===== src/rtl/fetch_unit.sv =====
// rtl/fetch_unit.sv - RV32I instruction fetch stage with PC, imem handshake and sticky fault
//
// Owns the program counter, fetches one 32-bit word per instruction over a
// req/ack handshake and holds it (with decoded opcode/funct3/funct7b5) until
// execute retires it. A misaligned next PC or an imem timeout parks the unit
// in FAULT until reset.
//
// Ports:
//   clk, reset               rising-edge clock, synchronous active-high reset
//   imem_req/imem_addr       fetch request and address (address == pc)
//   imem_ack/imem_rdata      memory response, sampled only while requesting
//   instr_valid, instr       held instruction word and its valid flag
//   opcode/funct3/funct7b5   decoded fields of the held instruction
//   pc, pc_plus4             address of held/pending instruction and pc + 4
//   instr_done               execute retires the held instruction
//   PC_sel, pc_target        next-PC select (1 = target) and branch/jump target
//   fetch_fault              sticky fault indicator
`timescale 1ns/1ps
module fetch_unit #(
    parameter logic [31:0] RESET_PC       = 32'h0000_0000,
    parameter int unsigned TIMEOUT_CYCLES = 255
) (
    input  logic        clk,
    input  logic        reset,
    output logic        imem_req,
    output logic [31:0] imem_addr,
    input  logic        imem_ack,
    input  logic [31:0] imem_rdata,
    output logic        instr_valid,
    output logic [31:0] instr,
    output logic [6:0]  opcode,
    output logic [2:0]  funct3,
    output logic        funct7b5,
    output logic [31:0] pc,
    output logic [31:0] pc_plus4,
    input  logic        instr_done,
    input  logic        PC_sel,
    input  logic [31:0] pc_target,
    output logic        fetch_fault
);

    typedef enum logic [1:0] {
        FETCH = 2'd0,
        HOLD  = 2'd1,
        FAULT = 2'd2
    } state_t;

    localparam logic [31:0] NOP_INSTR     = 32'h0000_0013;
    localparam logic [7:0]  TIMEOUT_LIMIT = 8'(TIMEOUT_CYCLES);

    state_t      state_q, state_d;
    logic [31:0] pc_q, pc_d;
    logic [31:0] instr_q, instr_d;
    logic [7:0]  cnt_q, cnt_d;
    // run_q is low only in the cycle right after reset, so imem_req stays low
    // while reset is held and rises one cycle after reset is released.
    logic        run_q, run_d;
    logic [31:0] next_pc;
    logic [31:0] pc_inc;

    assign pc_inc = pc_q + 32'd4;

    always_ff @(posedge clk) begin
        if (reset) begin
            state_q <= FETCH;
            pc_q    <= RESET_PC;
            instr_q <= NOP_INSTR;
            cnt_q   <= 8'd0;
            run_q   <= 1'b0;
        end else begin
            state_q <= state_d;
            pc_q    <= pc_d;
            instr_q <= instr_d;
            cnt_q   <= cnt_d;
            run_q   <= run_d;
        end
    end

    always_comb begin
        state_d = state_q;
        pc_d    = pc_q;
        instr_d = instr_q;
        cnt_d   = cnt_q;
        run_d   = 1'b1;
        next_pc = PC_sel ? pc_target : pc_inc;

        case (state_q)
            FETCH: begin
                if (run_q) begin
                    if (imem_ack) begin
                        instr_d = imem_rdata;
                        cnt_d   = 8'd0;
                        state_d = HOLD;
                    end else if (cnt_q == TIMEOUT_LIMIT) begin
                        state_d = FAULT;
                    end else begin
                        cnt_d = cnt_q + 8'd1;
                    end
                end
            end
            HOLD: begin
                if (instr_done) begin
                    // No masking of low bits: a misaligned target is an error
                    // and the last legal pc is kept for diagnosis.
                    if (next_pc[1:0] != 2'b00) begin
                        state_d = FAULT;
                    end else begin
                        pc_d    = next_pc;
                        cnt_d   = 8'd0;
                        state_d = FETCH;
                    end
                end
            end
            FAULT: begin
                state_d = FAULT;
            end
            default: begin
                state_d = FAULT;
            end
        endcase
    end

    assign imem_req    = (state_q == FETCH) && run_q;
    assign imem_addr   = pc_q;
    assign instr_valid = (state_q == HOLD);
    assign fetch_fault = (state_q == FAULT);
    assign instr       = instr_q;
    assign opcode      = instr_q[6:0];
    assign funct3      = instr_q[14:12];
    assign funct7b5    = instr_q[30];
    assign pc          = pc_q;
    assign pc_plus4    = pc_inc;

endmodule


===== config.mk =====
export PLATFORM = sky130hd
export DESIGN_NAME = fetch_unit
export DESIGN_NICKNAME = d
export VERILOG_FILES = /design/src/rtl/fetch_unit.sv
export SDC_FILE = /design/constraint.sdc
export NUM_CORES = 1
export LEC_CHECK = 0
export CAP_MARGIN = 20
export CORE_UTILIZATION = 40
export CTS_CLUSTER_DIAMETER = 120
export CTS_CLUSTER_SIZE = 40
export DETAILED_ROUTE_END_ITERATION = 6
export PLACE_DENSITY_LB_ADDON = 0.12
export RECOVER_POWER = 100
export SYNTH_ARGS = -nofsm -noshare
export SYNTH_HDL_FRONTEND = slang
export SYNTH_SLANG_ARGS = --single-unit

===== constraint.sdc =====
create_clock -name clk -period 4.8 [get_ports clk]
set_input_delay 0.96 -clock clk [delete_from_list [all_inputs] [get_ports clk]]
set_output_delay 0.96 -clock clk [all_outputs]
set_load 0.01 [all_outputs]

After elaboration in Yosys (flattened, before gate mapping)
Cells that the tools add are included.
{ "op_classes": {"add_sub_neg": 2, "eq_ne": 8, "muxes": 14, "bitwise": 1, "reduce_logical": 8} }
{ "op_table": {"columns": ["cell", "n"], "rows": [
  ["$mux 8", 5],
  ["$add 32x3->32 const B", 1],
  ["$mux 32", 1],
  ["$pmux 8 s2", 1],
  ["$mux 2", 5],
  ["$reduce_and 3->1", 3],
  ["$add 8x1->8 const B", 1],
  ["$eq 8x8->1 const B", 1],
  ["$ne 3x3->1 const B", 2],
  ["$reduce_and 5->1", 1],
  ["$ne 2x2->1 const B", 2],
  ["$pmux 2 s2", 1],
  ["$reduce_bool 2->1", 2],
  ["$eq 2x1->1 const B", 1],
  ["$eq 2x2->1 const B", 1],
  ["$logic_not 2->1", 1],
  ["$ne 2x1->1 const B", 1],
  ["$logic_and 1x1->1", 1],
  ["$mux 1", 1],
  ["$not 1->1", 1]
]} }
{ "word_totals": {"regBits": 75, "input_bits": 69, "output_inout_bits": 142, "wordCells": 38} }

Depth between registers and ports, before layout
{ "logic_depth": {"ltp_word": 6, "ltp_mapped": 7} }

Worst setup path after synthesis
No wires, ideal clock.
{ "synth_timing": {"kind": "register -> output", "startpoint": "reg pc_q[4], in the netlist imem_addr[4]", "endpoint": "out pc_plus4[23]", "arrival_time_ns": 1.620, "t_required_ns": 3.840, "setup_slack_ns": 2.220, "stages_incl_launch_ff": 7, "n_path_buf": 2, "cell_sequence": "dfxtp_1 buf_2 nand3_1 nor2_1 clkbuf_1 nand4_1 xnor2_1"} }
{ "synth_via": {"elab_chain_cells": 1} }
{ "synth_rtl": {"columns": ["element", "line_no", "text"], "rows": [
  ["from (decl)", "52", "logic [31:0] pc_q, pc_d;"],
  ["from (signal assigned)", "72", "pc_q <= pc_d;"],
  ["$add 32x3->32", "61", "assign pc_inc = pc_q + 32'd4;"],
  ["to (decl)", "35", "output logic [31:0] pc_plus4,"]
]} }
Every way passes these cells.

Worst setup path after layout
{ "layout_timing": {"startpoint": "reg pc_q[4], in the netlist imem_addr[4]", "endpoint": "out pc_plus4[29]"} }
Same word-level chain as after synthesis.

==> flow_metrics.py <==
metrics = {
    "synthesis": {
        "synth_nets": 622,
        "synth_area_mm2": 0.00428,
        "synth_area_per_cell_um2": 7.76,
        "synth_cells": 551,
        "ys_warn_count": 0,
        "synth_edf_count": 0,
        "ys_ff_latch": 75,
        "synth_area_leaders": "dfxtp_1 (35%), nand2_1 (8.7%), buf_4 (8.2%)",
        "synth_flop_cell": "dfxtp_1",
        "netlist.area_leader.share_pct": 35.1,
        "synth.distinct_cells": 57,
        "synth_seq_area_share_pct": 35.1,
        "async_reset_ff_share_pct": 0,
        "yosys.area.top_type": "dfxtp_1",
    },
    "detailed_routing": {
        "drt-initial-drc-count": 279,
        "vias": 4413,
        "ant_nets": 0,
        "first_pass_iters": 5,
        "wl_um": 13200,
        "drc_errors": 0,
        "wl_per_cell_um": 15.7,
        "vias_per_cell": 5.27,
    },
    "setup_path": {
        "required_ns": 3.84,
        "cpMaxStageDelayCell": "nor3_1",
        "crit_arrival_ns": 3.02,
        "crit_buf_inv": 1,
        "slowest_delay_ns": 0.64,
        "cp_max_fo": 11,
        "r2r_start": "state_q[0]",
        "crit_path_end_kind": "output pin",
        "cp.depth": 5,
        "rr_worst_depth": 6,
        "crit_family": "simple AND/OR/NAND/NOR gates",
        "r2r_setup_slack_ns": 2.05,
        "startpoint_type": "flip-flop",
        "path_cells": "nand3_1 -> nor3_1 -> nand4_1 -> xnor2_1 -> dlygate4sd3_1",
        "worst-setup-path-type": "flip-flop to output pin",
        "rr_endpoint": "cnt_q[7]",
    },
    "global_routing": {
        "grt_max_degree": 74,
        "grt_pass1_wl_um": 20600,
        "track_usage_pct": 23.2,
        "grt_antenna_before_repair": 0,
        "grt_pass1_vias": 4101,
        "grt_overflow_total": 0,
    },
    "clocking": {
        "h-tree-depth": 3,
        "cts_buffers": 9,
        "numClockSinks": 75,
        "cts_buffer_depth": 2,
        "clkLatencyLatePin_ns": 0.35,
        "clk_pin_slew_ns": 0.07,
        "ctsHoldBuffers": 0,
        "cts_setup_buffers": 0,
        "cts_root_buf": "clkbuf_8",
        "cts.repair.resized": 0,
        "cts_tree": "done",
    },
    "sta": {
        "max-slew-margin-rel_pct": 13.0,
        "fin_setup_tns_ns": 0,
        "skew_ns": 0.0125,
        "fmax_mhz": 251,
        "maxSlewViolCount": 0,
        "worst_slew_pin_slew_ns": 1.31,
        "layout_worst_path_cycle_share_pct": 82.9,
        "finalHoldViolations": 0,
        "rsz0062_at_grt": "no",
        "timing.hold.ws_ns": 0.452,
        "period_minus_slack_ns": 3.98,
        "setup_viol_count_final": 0,
    },
    "placement": {
        "numPortBuffers": 210,
        "globalplace.congestion": 0.831,
        "place_inst": 822,
        "dp_hpwl_um": 9520,
    },
    "power": {
        "switchingPower_uw": 356,
        "p_leak_uw": 0.00266,
        "clkPwrFrac_pct": 37.1,
        "pwr-share-seq_pct": 47.0,
        "p_comb_share_pct": 15.9,
        "p_int_uw": 1050,
        "max-vdd-ir-drop_uv": 127,
        "p_per_area_mw_per_mm2": 223,
        "design_power_total_uw": 1400,
        "p_sw_share_pct": 25.3,
    },
    "min_path": {
        "min_path_type": "flip-flop to flip-flop",
        "worstHoldPathCells": 2,
        "hold_path_startpoint": "instr[16]",
        "hold_end": "instr[16]",
    },
    "layout": {
        "area_growth_pct": 47.4,
        "final_common_cell": "dlygate4sd3_1",
        "nets": 769,
        "fill_cells": 945,
        "fin_cells": 837,
        "post-route-util_pct": 61.1,
        "diodes": 0,
        "drive_above_1_share_pct": 4.42,
        "final_cell_mix": "dlygate4sd3_1 (140), nand2_1 (99), dfxtp_1 (75)",
    },
    "floorplan": {
        "die_area_mm2": 0.0111,
        "io_pins": 211,
        "core_area_mm2": 0.0103,
        "fp.dieH_um": 105,
        "start_util_pct": 41.4,
        "rows": 37,
        "dieWidth_um": 105,
    },
    "outcome": {
        "status": "finished clean",
    },
    "job": {
        "max-cap-violations": 0,
    },
}
-- synthesized netlist by cell type (3+ instances only) --
| library cell | number |
|---|---|
| o31a_1 | 5 |
| and3_1 | 11 |
| a211oi_1 | 5 |
| a32o_1 | 4 |
| nand4_1 | 16 |
| nand2b_1 | 5 |
| dfxtp_1 | 75 |
| o22ai_1 | 4 |
| nor3_1 | 8 |
| o21ai_0 | 12 |
| nor2_1 | 34 |
| nor3b_1 | 3 |
| nor2b_1 | 3 |
| a21oi_1 | 59 |
| buf_2 | 6 |
| nand2_1 | 99 |
| a22oi_1 | 5 |
| xnor2_1 | 27 |
| a31oi_1 | 6 |
| or4_1 | 3 |
| nand3_1 | 22 |
| inv_1 | 10 |
| a41o_1 | 3 |
| o211ai_1 | 3 |
| clkbuf_1 | 27 |
| xor2_1 | 8 |
| buf_4 | 47 |
-- power by group through the flow --
stage | clock network, uW | logic [uW] | registers (uW)
after floorplan | 0 | 100 | 680
after global placement | 0 | 229 | 674
after detailed placement | 0 | 236 | 676
after CTS | 534 | 237 | 661
after global routing | 563 | 243 | 664
final | 521 | 224 | 660
-- state kept, by name, indices dropped and copies added, names as in the netlist --
signal and flops:
state_q 2, cnt_q 8, imem_addr 32, instr 32, run_q 1
-- kinds of logic after synthesis --
logic type               synth area share (%)
AO/OA/AOI/OAI                            18.1
XOR/XNOR                                 7.17
adder cells (fa/ha/maj)                 0.585
buffers and inverters                    12.4
flip-flops                               35.1
multiplexers                            0.468
AND/OR/NAND/NOR                          26.2
-- tightest hold or removal path, cell delays in order, from the launching register on --
cell	delay [ns]
dfxtp_1	0.31
nand2_1	0.05
a21oi_1	0.05
-- routing by layer --
metal,global-route usage (%),up-vias,share of wire [%]
met1,29.1,2058,43
met2,39.0,178,48
met4,6.64,0,0.90
met5,0,-,0
met3,6.25,9,7.8
li1,-,2168,-
-- final cells by class --
type / instances / area [um^2] / area share (%)
flip-flops and latches: 75 / 1500 / 23.8
multi-input cells: 384 / 2240 / 35.5
clock buffers: 9 / 124 / 1.96
clock inverters: 5 / 80.1 / 1.27
repair buffers: 218 / 2150 / 34.1
well taps: 136 / 170 / 2.70
inverters: 10 / 37.5 / 0.595
-- stage by stage --
step / instance area, um^2 / setup WS, ns
final: 6310 / 0.821
after global routing: 6310 / 0.607
after CTS: 6320 / 1.01
after detailed placement: 6120 / 1.42
after global placement: 6090 / 1.49
after floorplan: 4280 / 2.22
-- how the worst max path moves through the flow --
stage,from,slack [ns],end
6_report,imem_addr[4],0.82,pc_plus4[29]
5_1_grt,imem_addr[4],0.61,pc_plus4[31]
4_1_cts,imem_addr[16],1.01,pc_plus4[26]
3_5_place_dp,imem_addr[16],1.42,pc_plus4[26]
3_3_place_gp,imem_addr[16],1.49,pc_plus4[26]
2_1_floorplan,imem_addr[4],2.22,pc_plus4[23]
(Power assumes the default switching activity.)
